--- src/rtl/cpu_oflow_irq_pkg.sv ---
// cpu_oflow_irq_pkg
// Shared constants for the overflow interrupt controller: Avalon-MM word
// addresses of the register map and the bus data width.
package cpu_oflow_irq_pkg;

  localparam int DATA_W = 32;

  localparam logic [7:0] ADDR_PENDING    = 8'h00;
  localparam logic [7:0] ADDR_CLEAR      = 8'h01;
  localparam logic [7:0] ADDR_SET        = 8'h02;
  localparam logic [7:0] ADDR_MASK       = 8'h03;
  localparam logic [7:0] ADDR_IRQ_STATUS = 8'h04;
  localparam logic [7:0] ADDR_COUNT_BASE = 8'h10;

endpackage

--- src/rtl/cpu_oflow_irq_chan.sv ---
// cpu_oflow_irq_chan
// One overflow channel: edge detector on the level input, sticky pending bit,
// mask bit, saturating event counter and registered interrupt output.
//
// Ports:
//   clk, reset      rising-edge clock, async active-high reset
//   event_i         level overflow indication
//   set_i, clr_i    software set / clear strobes for the pending bit
//   mask_we_i       mask write strobe, mask_wdata_i the new mask value
//   cnt_clr_i       counter clear strobe
//   pending_o, mask_o, count_o   register state for the read mux
//   irq_o           registered interrupt (pending & mask)
module cpu_oflow_irq_chan #(
  parameter int   CNT_W    = 16,
  parameter logic MASK_RST = 1'b0
) (
  input  logic             clk,
  input  logic             reset,
  input  logic             event_i,
  input  logic             set_i,
  input  logic             clr_i,
  input  logic             mask_we_i,
  input  logic             mask_wdata_i,
  input  logic             cnt_clr_i,
  output logic             pending_o,
  output logic             mask_o,
  output logic [CNT_W-1:0] count_o,
  output logic             irq_o
);

  localparam logic [CNT_W-1:0] CNT_MAX = {CNT_W{1'b1}};

  logic             prev_q;
  logic             pending_q, pending_d;
  logic             mask_q, mask_d;
  logic [CNT_W-1:0] cnt_q, cnt_d;
  logic             irq_q, irq_d;
  logic             rise;

  assign rise = event_i & ~prev_q;

  always_comb begin
    // A rise wins over a same-cycle clear so no event is lost.
    pending_d = pending_q;
    if (rise || set_i) begin
      pending_d = 1'b1;
    end else if (clr_i) begin
      pending_d = 1'b0;
    end

    mask_d = mask_we_i ? mask_wdata_i : mask_q;

    // A clear coinciding with a rise leaves that rise counted.
    cnt_d = cnt_q;
    if (cnt_clr_i) begin
      cnt_d = rise ? CNT_W'(1) : '0;
    end else if (rise && (cnt_q != CNT_MAX)) begin
      cnt_d = cnt_q + CNT_W'(1);
    end

    // Built from next-state values so irq follows the causing edge by one cycle.
    irq_d = pending_d & mask_d;
  end

  always_ff @(posedge clk or posedge reset) begin
    if (reset) begin
      prev_q    <= 1'b0;
      pending_q <= 1'b0;
      mask_q    <= MASK_RST;
      cnt_q     <= '0;
      irq_q     <= 1'b0;
    end else begin
      prev_q    <= event_i;
      pending_q <= pending_d;
      mask_q    <= mask_d;
      cnt_q     <= cnt_d;
      irq_q     <= irq_d;
    end
  end

  assign pending_o = pending_q;
  assign mask_o    = mask_q;
  assign count_o   = cnt_q;
  assign irq_o     = irq_q;

endmodule

--- src/rtl/cpu_oflow_irq_ctrl.sv ---
// cpu_oflow_irq_ctrl
// Multi-channel overflow interrupt controller with an Avalon-MM slave port.
// Level overflow inputs are edge-detected into sticky pending bits, gated by
// a per-channel mask onto oflow_irq, and counted in saturating counters.
//
// Ports:
//   clk, reset                      clock, async active-high reset
//   avs_address/write/writedata     register write port (word addresses)
//   avs_read, avs_readdata          register read port, readdata latency 1
//   oflow_event[NUM_CH]             level overflow indications
//   oflow_irq[NUM_CH]               registered interrupt per channel
module cpu_oflow_irq_ctrl
  import cpu_oflow_irq_pkg::*;
#(
  parameter int                NUM_CH   = 4,
  parameter int                CNT_W    = 16,
  parameter logic [NUM_CH-1:0] MASK_RST = '0
) (
  input  logic              clk,
  input  logic              reset,
  input  logic [7:0]        avs_address,
  input  logic              avs_write,
  input  logic [DATA_W-1:0] avs_writedata,
  input  logic              avs_read,
  output logic [DATA_W-1:0] avs_readdata,
  input  logic [NUM_CH-1:0] oflow_event,
  output logic [NUM_CH-1:0] oflow_irq
);

  logic              wr_clear, wr_set, wr_mask;
  logic [NUM_CH-1:0] pending_vec, mask_vec;
  logic [CNT_W-1:0]  cnt_arr [NUM_CH];
  logic [DATA_W-1:0] readdata_q, readdata_d;

  // Write data bits above NUM_CH-1 are ignored by design.
  logic unused_wdata;
  assign unused_wdata = ^avs_writedata;

  assign wr_clear = avs_write && (avs_address == ADDR_CLEAR);
  assign wr_set   = avs_write && (avs_address == ADDR_SET);
  assign wr_mask  = avs_write && (avs_address == ADDR_MASK);

  for (genvar g = 0; g < NUM_CH; g++) begin : g_chan
    cpu_oflow_irq_chan #(
      .CNT_W    (CNT_W),
      .MASK_RST (MASK_RST[g])
    ) u_chan (
      .clk          (clk),
      .reset        (reset),
      .event_i      (oflow_event[g]),
      .set_i        (wr_set   && avs_writedata[g]),
      .clr_i        (wr_clear && avs_writedata[g]),
      .mask_we_i    (wr_mask),
      .mask_wdata_i (avs_writedata[g]),
      .cnt_clr_i    (avs_write && (avs_address == ADDR_COUNT_BASE + 8'(g))),
      .pending_o    (pending_vec[g]),
      .mask_o       (mask_vec[g]),
      .count_o      (cnt_arr[g]),
      .irq_o        (oflow_irq[g])
    );
  end

  // Read mux samples current register state, so a same-cycle write is not
  // visible in the returned data. readdata holds when no read is issued.
  always_comb begin
    readdata_d = readdata_q;
    if (avs_read) begin
      readdata_d = '0;
      case (avs_address)
        ADDR_PENDING:    readdata_d[NUM_CH-1:0] = pending_vec;
        ADDR_MASK:       readdata_d[NUM_CH-1:0] = mask_vec;
        ADDR_IRQ_STATUS: readdata_d[NUM_CH-1:0] = pending_vec & mask_vec;
        default: begin
          for (int i = 0; i < NUM_CH; i++) begin
            if (avs_address == ADDR_COUNT_BASE + 8'(i)) begin
              readdata_d[CNT_W-1:0] = cnt_arr[i];
            end
          end
        end
      endcase
    end
  end

  always_ff @(posedge clk or posedge reset) begin
    if (reset) begin
      readdata_q <= '0;
    end else begin
      readdata_q <= readdata_d;
    end
  end

  assign avs_readdata = readdata_q;

endmodule

--- config.mk ---
export PLATFORM = sky130hd
export DESIGN_NAME = cpu_oflow_irq_ctrl
export DESIGN_NICKNAME = d
export VERILOG_FILES = /design/src/rtl/cpu_oflow_irq_pkg.sv /design/src/rtl/cpu_oflow_irq_chan.sv /design/src/rtl/cpu_oflow_irq_ctrl.sv
export SDC_FILE = /design/constraint.sdc
export NUM_CORES = 1
export LEC_CHECK = 0
export ABC_AREA = 1
export CORE_MARGIN = 8
export CORE_UTILIZATION = 55
export CTS_CLUSTER_SIZE = 28
export DETAILED_ROUTE_END_ITERATION = 7
export PLACE_DENSITY = 0.82
export SETUP_SLACK_MARGIN = 0.05
export SYNTH_ARGS = -nofsm -noshare
export SYNTH_HDL_FRONTEND = slang
export SYNTH_SLANG_ARGS = --single-unit
--- constraint.sdc ---
create_clock -name clk -period 3.8 [get_ports clk]
set_clock_uncertainty 0.05 [all_clocks]
set_input_delay 0.57 -clock clk [delete_from_list [all_inputs] [get_ports clk]]
set_output_delay 0.57 -clock clk [all_outputs]
set_load 0.02 [all_outputs]
[Word-level counts from Yosys, hierarchy flattened]
Index checks and enable logic that the tools add are counted.
W data, S select, Z words.
Storage, ports and cells
  output and inout bits: 36
  bits of input ports: 48
  register bits: 96
Operators by class
  bitwise logic cells: 13
  equality and inequality tests: 12
  mux-type cells: 30
  reduce and logical (&&, ||, !) cells: 29
  add/sub/neg operators: 4
Operators by type and width (count)
  $mux W16: 12
  $add A16 B1 Y16 const B: 4
  $ne A16 B16 Y1 const B: 4
  $eq A8 B5 Y1 const B: 4
  $logic_and A1 B1 Y1: 19
  $eq A8 B2 Y1 const B: 2
  $mux W1: 16
  $mux W12: 1
  $pmux W4 S3: 1
  $and A1 B1 Y1: 8
  $eq A8 B1 Y1 const B: 1
  $eq A8 B3 Y1 const B: 1
  $logic_not A8 Y1: 1
  $reduce_bool A2 Y1: 4
  $and A4 B4 Y4: 1
  $logic_or A1 B1 Y1: 4
  $not A1 Y1: 4
  $reduce_or A3 Y1: 1

[Logic depth before layout (Yosys ltp)]
Gate-level depths: netlist (run 1).
  word-level depth: 6
  gate-level depth with buffers: 12
  gate-level depth less buffers: 11

[Cells and area by module]
A second synthesis (run 1) with hierarchy kept.
Second synthesis, totals
  cell total of the unflattened synthesis: 931
  area total of the unflattened synthesis: 6336.1 µm²
By module, submodules not included
  cpu_oflow_irq_chan: area each 1176.1 µm², instances 4, cells each 164, sequential area each 500.5 µm²
  cpu_oflow_irq_ctrl: area each 1631.6 µm², instances 1, cells each 275, sequential area each 400.4 µm²

[Worst setup path before layout (run 1)]
No wires, ideal clock.
  path kind: input -> register
  start point: input port avs_address[7]
  end point: register g_chan[1].u_chan.cnt_q[0]
  arrival: 1.528 ns
  buffers on the path: 1
  stages: 9
  setup time: 0.121 ns
  slack: 2.101 ns
  path through: nor2_2 > nand3_2 > nor2_4 > nand2_2 > inv_2 > nor2_8 > buf_6 > nand2_1 > nand2_1
On the way
  word-level cells in the longest chain between the ends: 3
  elaborated cells between the ends (all ways): 4
  those cells by class: 1 x eq/ne; 1 x mux; 2 x reduce/logical
Ends and longest elaborated chain
  from (decl): line cpu_oflow_irq_ctrl.sv:21  | input logic [7:0] avs_address,
  $eq A8 B5 Y1 (*): line cpu_oflow_irq_ctrl.sv:55  | .cnt_clr_i (avs_write && (avs_address == ADDR_COUNT_BASE + 8'(g))),
  $logic_and A1 B1 Y1 (*): line cpu_oflow_irq_ctrl.sv:55
  $mux W16 / $reduce_bool A2 Y1 (equally long branches)
  to (signal assigned): line cpu_oflow_irq_chan.sv:76  | cnt_q <= cnt_d;
  to (decl): line cpu_oflow_irq_chan.sv:36  | logic [CNT_W-1:0] cnt_q, cnt_d;
Mark *: on every way between the ends. The rest lies on a longest branch, timed or not.
A chain may end at the register's enable or synchronous reset.

[Final worst setup path (run 1)]
  start point: input port avs_address[4]
  end point: register g_chan[2].u_chan.cnt_q[9]
On the way
  word-level cells in the longest chain between the ends: 3
  elaborated cells between the ends (all ways): 4
  those cells by class: 1 x eq/ne; 1 x mux; 2 x reduce/logical
Ends and longest elaborated chain (line)
  $eq A8 B5 Y1 (*): cpu_oflow_irq_ctrl.sv:55
  $logic_and A1 B1 Y1 (*): cpu_oflow_irq_ctrl.sv:55
  $mux W16 / $reduce_bool A2 Y1 (equally long branches)
  to (signal assigned): cpu_oflow_irq_chan.sv:76
  to (decl): cpu_oflow_irq_chan.sv:36
Marked as above.

==> results_dict.tcl, run 1 <==
set metrics [dict create \
    worstSetupPathType "in2reg" \
    share_of_final_layout_standard_cells_stronger_than_drive_strength_1_pct 5.88 \
    r2r_slack_ps 1680 \
    count_of_standard_cell_rows 38 \
    final_period_minus_worst_setup_slack_ps 2520 \
    ff2ff_path_depth 8 \
    place_hpwl_mm 11.2 \
    post_synth_main_area_contributors "dfrtp_1 (39%), nand2_1 (18%), nand3_1 (6.9%)" \
    syn-instance-count 884 \
    timing.setup.tns_ps 0 \
    clock_sinks 96 \
    maxCapViolations 0 \
    ioPinCount 84 \
    critical-path-slowest-cell "clkdlybuf4s50_1" \
    run_status "finished clean" \
    clk_latency_ps 390 \
    place.gp.congestion 0.950 \
    number_of_antenna_violations_at_the_first_check_in_global_routing 0 \
    hold-worst-slack_ps 435 \
    routed-via-count 5607 \
    clkSlewWorstSetupHoldPaths_ps 100 \
    hold_depth 2 \
    layout-area-overhead-vs-synth_pct 10.2 \
    critical_path.most_common_cell "nand2_1" \
    worst_setup_path_end_kind "flip-flop" \
    final-hold-violation-count 0 \
    grt_max_degree 52 \
    crit_chain "clkdlybuf4s50_1 -> nand2_1 -> nor2_2 -> nand2_2 -> nor2_2 -> inv_2 -> nand2_1 -> inv_1 -> nand2_1 -> o21ai_0" \
    setup_viol 0 \
    remaining_drc_errors 0 \
    yosys.cell_types.count 33 \
    number_of_max_slew_violations_in_the_final_report 0 \
    synth_simple_gate_area_share_pct 36.8 \
    vdd_drop_max_uv 253 \
    dr.pass1.iters 4 \
    cp-start-kind "input port" \
    critical_path.max_fanout 16 \
    synthesis_warnings 0 \
    final_core_utilization_pct 62.1 \
    final_min_period_over_clock_period_pct 66.4 \
    first_pass_grt_wire_length_mm 25.0 \
    synthDominantAreaCellType "dfrtp_1" \
    tightestPinTransition_ps 721 \
    cts_tree "yes" \
    layout.nets 965 \
    max_stage_delay_ps 520 \
    std_cell_core_area_um2 10900 \
    fill_cells 985 \
    leakage_power_nw 3.36 \
    full_die_area_um2 14800 \
    clockRootBuffer "clkbuf_8" \
    synth_fa_ha_area_share_pct 0.815 \
    routed_wire_length_per_instance_um 14.3 \
    maxClockFrequency_mhz 396 \
    hold_path.class "reg2reg" \
    die_w_um 122 \
    power.density_cell_area_nw_per_um2 368 \
    io_buffers 39 \
    worst_r2r_endpoint "g_chan[2].u_chan.count_o[9]" \
    syn-cell-area_um2 6140 \
    timing.rr.start "g_chan[2].u_chan.count_o[0]" \
    critPathArrivalTime_ps 2750 \
    drt_iter0_drc 366 \
    postRouteWirelength_mm 15.1 \
    post_synth.cell_area_avg_um2 6.94 \
    start_util_pct 56.4 \
    grt_overflow 0 \
    cts-root-to-sink-buffers 2 \
    multiplexer_share_of_the_synthesized_area_pct 0 \
    cts.repair_timing.setup_buffer_count 0 \
    synth.yosys.seq_area_share_pct 39.1 \
    yosys_register_bits 96 \
    number_of_global_route_vias_before_repair 5292 \
    grt_util_all_layers_pct 21.1 \
    post_drt_via_cell_ratio 5.30 \
    critPathRequiredTime_ps 4020 \
    register_area_um2 2400 \
    setup_repair_after_global_routing_missed_its_margin "no" \
    cts.htree.levels 3 \
    synth-compound-area-share_pct 8.48 \
    min_to "avs_readdata[8]" \
    ctsHoldBuffers 0 \
    multi_input_comb_area_um2 3200 \
    post-synth-top-area-fraction_pct 39.1 \
    synth_xor_area_share_pct 5.14 \
    slew_headroom_pct 51.9 \
    count_of_antenna_diodes_in_the_layout 0 \
    antenna_left 0 \
    min_from "avs_readdata[8]" \
    cts_resized 0 \
    largest_family_of_logic_cells_by_synthesized_area "simple AND/OR/NAND/NOR gates" \
    numCtsBuffers 9 \
    die_height_um 122 \
]
[routing by layer]
layer  up-vias  routed length, um  GRT usage, %  part of all wire [%]
met5         -                  0             0                     0
met4         0                419          9.64                   2.8
met3        32                811          3.84                   5.4
met2       163               7120          34.5                    47
met1      2590               6800          26.7                    45
li1       2822                  -             -                     -
[cell usage after synthesis]
cell,n
nand2_1,295
dfrtp_1,96
nor2_1,91
nand3_1,85
inv_1,82
o21ai_0,57
xor2_1,30
buf_4,20
a21oi_1,18
nand4_1,16
o21bai_1,11
buf_2,9
nor3_1,9
nand2_2,8
inv_2,7
nor2_2,7
xnor2_1,6
clkbuf_1,5
nor2_4,5
ha_1,4
nand3b_1,4
o21ai_1,4
buf_6,3
nand3_2,2
o21ai_2,2
a21oi_2,1
a21oi_4,1
and3_1,1
clkbuf_2,1
clkinv_1,1
conb_1,1
nor2_8,1
nor3_2,1
[cells in the final DEF, fill, tap and decap left out, drive strengths merged, types with 12 or more instances in the layout]
cell / count
o21ai: 63
conb: 16
nand2: 303
dfrtp: 96
clkbuf: 12
nor2: 104
inv: 90
clkdlybuf4s50: 39
nand4: 16
a21oi: 20
xor2: 30
nand3: 87
[critical path, delay by kind of cell]
family	cells	cell delay [ps]
buf+inv	3	920
simple gates	6	1160
compound gates	1	80
[where the power goes]
group	internal [mW]	total [mW]	switching [mW]
clock	0.426	0.798	0.372
combinational	0.154	0.414	0.261
sequential	1.13	1.28	0.147
[cell type report]
| cell class | instances | share of cell area, % |
|---|---|---|
| clock buffers | 12 | 2.44 |
| clock inverters | 4 | 1.09 |
| inverters | 90 | 5.03 |
| multi-input cells | 675 | 47.3 |
| flip-flops and latches | 96 | 35.5 |
| well taps | 140 | 2.59 |
| repair buffers | 41 | 5.99 |
[through the flow]
stage | power (mW) | cells | cell area [um^2] | worst slack, ps
detailed placement | 1.71 | 1042 | 6530 | 898
finish | 2.49 | 1058 | 6760 | 1280
global route | 2.61 | 1058 | 6760 | 1030
global placement | 1.69 | 1042 | 6530 | 966
CTS | 2.50 | 1058 | 6760 | 1310
floorplan | 1.59 | 899 | 6190 | 675
[state kept, by name (all words and copies together) (netlist names)]
register / flops
g_chan.u_chan.mask_o: 4
g_chan.u_chan.count_o: 64
avs_readdata: 16
g_chan.u_chan.irq_o: 4
g_chan.u_chan.pending_o: 4
g_chan.u_chan.prev_q: 4
[how the worst max path moves through the flow]
stage / from / endpoint / slack (ps)
floorplan: reset / avs_readdata[0] / 670
global placement: avs_address[4] / g_chan[2].u_chan.count_o[0] / 970
detailed placement: avs_address[4] / g_chan[2].u_chan.count_o[9] / 900
CTS: avs_address[4] / g_chan[2].u_chan.count_o[9] / 1310
global route: avs_address[0] / g_chan[2].u_chan.count_o[9] / 1030
finish: avs_address[4] / g_chan[2].u_chan.count_o[9] / 1280
[cell families (layout without fill, tap and decap cells)]
| group | Yosys count | after routing |
|---|---|---|
| buf+inv | 128 | 147 |
| simple gates | 525 | 525 |
| fa+ha+maj | 4 | 4 |
| compound gates | 94 | 94 |
| xor+xnor | 36 | 36 |
| other cells | 1 | 16 |
| flops | 96 | 96 |
Power figures use the tool's default switching activity.
==> run 2: changes to the inputs <==
Clock period 3.8 ns to 2.5 ns, I/O delays scaled along.
==> run 2 against run 1 <==
Against the previous run:
- largest cell class unchanged
- register-to-register slack worse by 1200 ps
- global-route usage grew 0.18 points
- cell count grew 1.3%
- worst hold slack worse by 24 ps
- critical endpoint is now g_chan[1].u_chan.count_o[11]
- combinational power up 54%
==> results_dict.tcl, run 2 (synthesis results as in run 1) <==
set metrics [dict create \
    count_of_antenna_diodes_in_the_layout 0 \
    seqPwrFrac_pct 53.8 \
    die_height_um 122 \
    cts.repair_timing.setup_buffer_count 0 \
    critPathArrivalTime_ps 2200 \
    post_dp_cell_area_um2 6660 \
    numCtsBuffers 9 \
    final_core_utilization_pct 62.9 \
    grt_util_all_layers_pct 21.2 \
    start_util_pct 56.4 \
    slew_headroom_pct 55.8 \
    place_hpwl_mm 11.3 \
    mostFrequentLayoutCell "nand2_1" \
    dr.pass1.iters 5 \
    io_buffers 39 \
    ioPinCount 84 \
    cp-start-kind "flip-flop" \
    die_w_um 122 \
    largest_reg_flops 64 \
    layout_common_cells "nand2_1 (295), dfrtp_1 (96), nor2_1 (91), nand3_1 (85), inv_1 (81)" \
    grt_overflow 0 \
    vdd_drop_max_uv 339 \
    min_to "g_chan[0].u_chan.prev_q" \
    number_of_antenna_violations_at_the_first_check_in_global_routing 0 \
    leakage_power_nw 3.40 \
    layout.nets 979 \
    postRouteWirelength_mm 15.2 \
    r2r_slack_ps 520 \
    final_period_minus_worst_setup_slack_ps 1980 \
    count_of_standard_cell_rows 38 \
    setup_viol 0 \
    clk_latency_ps 380 \
    hold_depth 1 \
    cts.htree.levels 3 \
    cts_resized 0 \
    first_pass_grt_wire_length_mm 25.5 \
    layoutNonFillerInstCount 1072 \
    setup_repair_after_global_routing_missed_its_margin "no" \
    internal_power_mw 2.43 \
    worst_r2r_endpoint "g_chan[1].u_chan.count_o[11]" \
    critical_path.max_fanout 16 \
    remaining_drc_errors 0 \
    worst_setup_path_end_kind "flip-flop" \
    run_status "finished clean" \
    p_clk_share_pct 28.6 \
    ctsHoldBuffers 0 \
    ff2ff_path_depth 9 \
    maxClockFrequency_mhz 506 \
    std_cell_core_area_um2 10900 \
    hold-worst-slack_ps 411 \
    tightestPinTransition_ps 659 \
    number_of_max_slew_violations_in_the_final_report 0 \
    drt_iter0_drc 564 \
    share_of_final_layout_standard_cells_stronger_than_drive_strength_1_pct 7.30 \
    place.gp.congestion 0.949 \
    power.density_cell_area_nw_per_um2 528 \
    number_of_global_route_vias_before_repair 5250 \
    cts_tree "yes" \
    final_min_period_over_clock_period_pct 79.1 \
    maxCapViolations 0 \
    clock_sinks 96 \
    routed_wire_length_per_instance_um 14.2 \
    power.switching_fraction_pct 32.9 \
    clkSlewWorstSetupHoldPaths_ps 100 \
    antenna_left 0 \
    full_die_area_um2 14800 \
    layout-area-overhead-vs-synth_pct 11.6 \
    cell_count_after_placement 1056 \
    power.switching_mw 1.19 \
    routed-via-count 5705 \
    clockRootBuffer "clkbuf_8" \
    timing.rr.start "g_chan[1].u_chan.count_o[0]" \
    final-hold-violation-count 0 \
    min_from "oflow_event[0]" \
    critPathRequiredTime_ps 2720 \
    post_drt_via_cell_ratio 5.32 \
    cts-root-to-sink-buffers 2 \
    final_area_um2 6850 \
    timing.setup.tns_ps 0 \
    hold_path.class "in2reg" \
    grt_max_degree 97 \
    combinationalPowerShare_pct 17.6 \
    worstSetupPathType "reg2reg" \
]
-- run 2: cell types whose count changed in the layout (fill, tap and decap cells not counted) --
cell / previous run / this run
buf_12: 0 / 2
bufinv_16: 2 / 1
clkinv_4: 0 / 2
clkinv_2: 1 / 2
inv_6: 1 / 0
buf_4: 2 / 14
inv_4: 1 / 0
clkbuf_8: 12 / 9
clkinvlp_4: 0 / 3
-- run 2: how the worst max path moves through the flow --
stage / startpoint / end / slack, ps / depth (start not counted)
final: g_chan[1].u_chan.count_o[0] / g_chan[1].u_chan.count_o[11] / 520 / 9
after detailed placement: avs_address[7] / g_chan[1].u_chan.count_o[11] / 200 / 9
after floorplan: g_chan[1].u_chan.count_o[0] / g_chan[1].u_chan.count_o[12] / 850 / 9
after global routing: g_chan[1].u_chan.count_o[0] / g_chan[1].u_chan.count_o[8] / 410 / 9
after CTS: g_chan[1].u_chan.count_o[0] / g_chan[1].u_chan.count_o[12] / 520 / 9
after global placement: avs_address[7] / g_chan[1].u_chan.count_o[15] / 280 / 9
-- run 2: worst max-delay path, cell delays in order, from the launching register on --
cell and delay [ps]:
dfrtp_1 500, ha_1 280, nand2_1 90, nor2_2 50, nand2_2 100, nor2_4 60
a21oi_4 460, nor2_8 120, nand2_1 90, nand2_1 60
-- run 2: stage by stage --
stage / total power, mW / setup slack [ps]
finish: 3.62 / 523
global route: 3.83 / 406
CTS: 3.64 / 517
detailed placement: 2.61 / 202
global placement: 2.59 / 276
floorplan: 2.41 / 846
-- run 2: power groups by stage --
stage          registers [mW]  logic [mW]  clock network [mW]
2_1_floorplan            1.91       0.504                   0
3_3_place_gp             1.97       0.617                   0
3_5_place_dp             1.97       0.634                   0
4_1_cts                  1.94       0.637                1.06
5_1_grt                  1.98       0.730                1.12
6_report                 1.95       0.637                1.03
-- run 2: layout make-up --
| type | count | area (um^2) |
|---|---|---|
| inverter | 90 | 342 |
| multi-input combinational | 675 | 3200 |
| timing repair buffer | 55 | 536 |
| fill | 1012 | 4040 |
| sequential | 96 | 2400 |
| tap | 140 | 175 |
| clock buffer | 9 | 124 |
| clock inverter | 7 | 72.6 |
-- run 2: layer usage --
layer,up-vias,routed length (um),global-route usage [%]
met1,2620,6780,28.5
met5,-,0,0
met4,0,307,7.09
li1,2859,-,-
met3,26,1140,4.72
met2,200,6960,33.4
==> run 3: changes to the inputs <==
Settings changed: CORE_UTILIZATION 55 to 50, PLACE_DENSITY 0.82 to 0.79.
Clock period 2.5 ns to 1.65 ns, I/O delays scaled along.
==> run 3 against run 2 <==
Against the previous run:
- cell area grew 17%
- sequential power rose by 48%
- critical path depth is 2 higher
- global-route usage grew 0.72 points
- routed wire length grew 17%
- critical path type unchanged
- largest power group unchanged
==> results_dict.tcl, run 3 (synthesis results as in run 1) <==
set metrics [dict create \
    run_status "finished clean" \
    setup_repair_after_global_routing_missed_its_margin "yes" \
    layout_common_cells "nand2_1 (282), buf_4 (97), dfrtp_1 (95), nor2_1 (84), inv_1 (78)" \
    maxCapViolations 0 \
    count_of_standard_cell_rows 40 \
    place.gp.congestion 0.963 \
    seqPwrFrac_pct 43.0 \
    first_pass_grt_wire_length_mm 28.8 \
    final_min_period_over_clock_period_pct 99.0 \
    share_of_final_layout_standard_cells_stronger_than_drive_strength_1_pct 21.2 \
    power.density_cell_area_nw_per_um2 833 \
    dr.pass1.iters 7 \
    largest_reg_flops 64 \
    routed-via-count 6213 \
    full_die_area_um2 16100 \
    combinationalPowerShare_pct 24.1 \
    die_w_um 127 \
    number_of_antenna_violations_at_the_first_check_in_global_routing 0 \
    clock_sinks 96 \
    worstSetupPathType "reg2reg" \
    hold_path.class "in2async" \
    hold-worst-slack_ps 288 \
    ioPinCount 84 \
    number_of_global_route_vias_before_repair 5944 \
    power.switching_fraction_pct 31.9 \
    clkSlewWorstSetupHoldPaths_ps 70 \
    grt_util_all_layers_pct 22.0 \
    internal_power_mw 4.56 \
    final_core_utilization_pct 66.8 \
    mostFrequentLayoutCell "nand2_1" \
    clockRootBuffer "clkbuf_16" \
    cts_tree "yes" \
    critPathRequiredTime_ps 1850 \
    routed_wire_length_per_instance_um 15.1 \
    layout-area-overhead-vs-synth_pct 30.8 \
    timing.rr.start "g_chan[0].u_chan.count_o[0]" \
    antenna_left 0 \
    number_of_max_slew_violations_in_the_final_report 0 \
    p_clk_share_pct 32.9 \
    place_hpwl_mm 12.7 \
    layout.nets 1075 \
    leakage_power_nw 4.11 \
    critical_path.max_fanout 6 \
    ctsHoldBuffers 0 \
    die_height_um 127 \
    remaining_drc_errors 0 \
    power.switching_mw 2.13 \
    final_period_minus_worst_setup_slack_ps 1630 \
    vdd_drop_max_uv 447 \
    r2r_slack_ps 20 \
    ff2ff_path_depth 11 \
    io_buffers 39 \
    critPathArrivalTime_ps 1830 \
    std_cell_core_area_um2 12000 \
    worst_r2r_endpoint "g_chan[0].u_chan.count_o[11]" \
    worst_setup_path_end_kind "flip-flop" \
    numCtsBuffers 9 \
    count_of_antenna_diodes_in_the_layout 0 \
    final-hold-violation-count 0 \
    drt_iter0_drc 556 \
    layoutNonFillerInstCount 1175 \
    clk_latency_ps 360 \
    postRouteWirelength_mm 17.7 \
    cp-start-kind "flip-flop" \
    maxClockFrequency_mhz 612 \
    setup_viol 0 \
    start_util_pct 51.1 \
    grt_max_degree 53 \
    cts.htree.levels 3 \
    grt_overflow 0 \
    post_drt_via_cell_ratio 5.29 \
    cts-root-to-sink-buffers 2 \
    cell_count_after_placement 1146 \
]
==> run 3: changes by cell type in the layout (fill, tap and decap cells not counted), moves of 9 or more <==
cell,change
buf_4,+83
clkbuf_16,+9
clkdlybuf4s50_1,-23
nor2_4,+9
nand3_1,-15
dlygate4sd2_1,+18
nand2_2,+10
o21ai_1,+12
nand2_1,-13
nand3_2,+13
o21ai_0,-18
==> run 3: repair_timing <==
| item | 4_1_cts | 5_1_grt |
|---|---|---|
| endpoints found under the setup margin | 53 | 85 |
| buffers inserted | 4 | 6 |
| resized for setup | 37 | 84 |
| pin swaps | 7 | 18 |
| cloned | 2 | 2 |
==> run 3: final cells by class <==
type	instances	area [um^2]
clock inverters	5	55.1
repair inverters	2	13.8
repair buffers	148	1290
well taps	147	184
clock buffers	11	253
inverters	90	353
flip-flops and latches	96	2400
multi-input cells	676	3470
fillers	965	3980
==> run 3: power groups by stage <==
stage / registers [mW] / clock network (mW) / logic [mW]
after floorplan: 2.89 / 0 / 0.766
after global placement: 2.87 / 0 / 1.35
after detailed placement: 2.88 / 0 / 1.38
after CTS: 2.86 / 2.22 / 1.43
after global routing: 2.91 / 2.30 / 1.76
final: 2.88 / 2.20 / 1.61
==> run 3: routing by layer <==
metal / vias up / share of wire (%) / GRT usage (%)
li1: 3060 / - / -
met1: 2876 / 42 / 27.8
met2: 245 / 47 / 36.0
met3: 32 / 7.2 / 3.48
met4: 0 / 2.9 / 10.4
met5: - / 0 / 0
==> run 3: how the worst max path moves through the flow <==
stage	from	to	slack, ps	cells after the start
global route	g_chan[2].u_chan.count_o[4]	g_chan[2].u_chan.count_o[8]	-90	9
global placement	avs_address[2]	avs_readdata[9]	-240	9
finish	g_chan[0].u_chan.count_o[0]	g_chan[0].u_chan.count_o[11]	20	11
floorplan	g_chan[2].u_chan.count_o[0]	g_chan[2].u_chan.count_o[1]	60	9
CTS	g_chan[1].u_chan.count_o[0]	g_chan[1].u_chan.count_o[1]	50	10
detailed placement	avs_address[0]	avs_readdata[15]	-280	11
==> run 3: worst max-delay path, cell delays in order (launching register included) <==
cell	delay, ps
dfrtp_1	360
ha_2	210
nand2_1	60
nor2_1	100
nand2_1	90
nor2_4	150
nand2_2	80
nand2_2	80
nand2_4	80
buf_6	150
nand2_2	70
nand2_1	40
==> run 3: per-stage QoR <==
step	instance area (um^2)	setup WS, ps	TNS (ps)	total power, mW
finish	8030	17.0	0	6.69
global route	8030	-85.1	-1220	6.97
CTS	7730	49.5	0	6.51
detailed placement	7340	-276	-16580	4.26
global placement	7340	-238	-14280	4.22
floorplan	6200	56.0	0	3.66
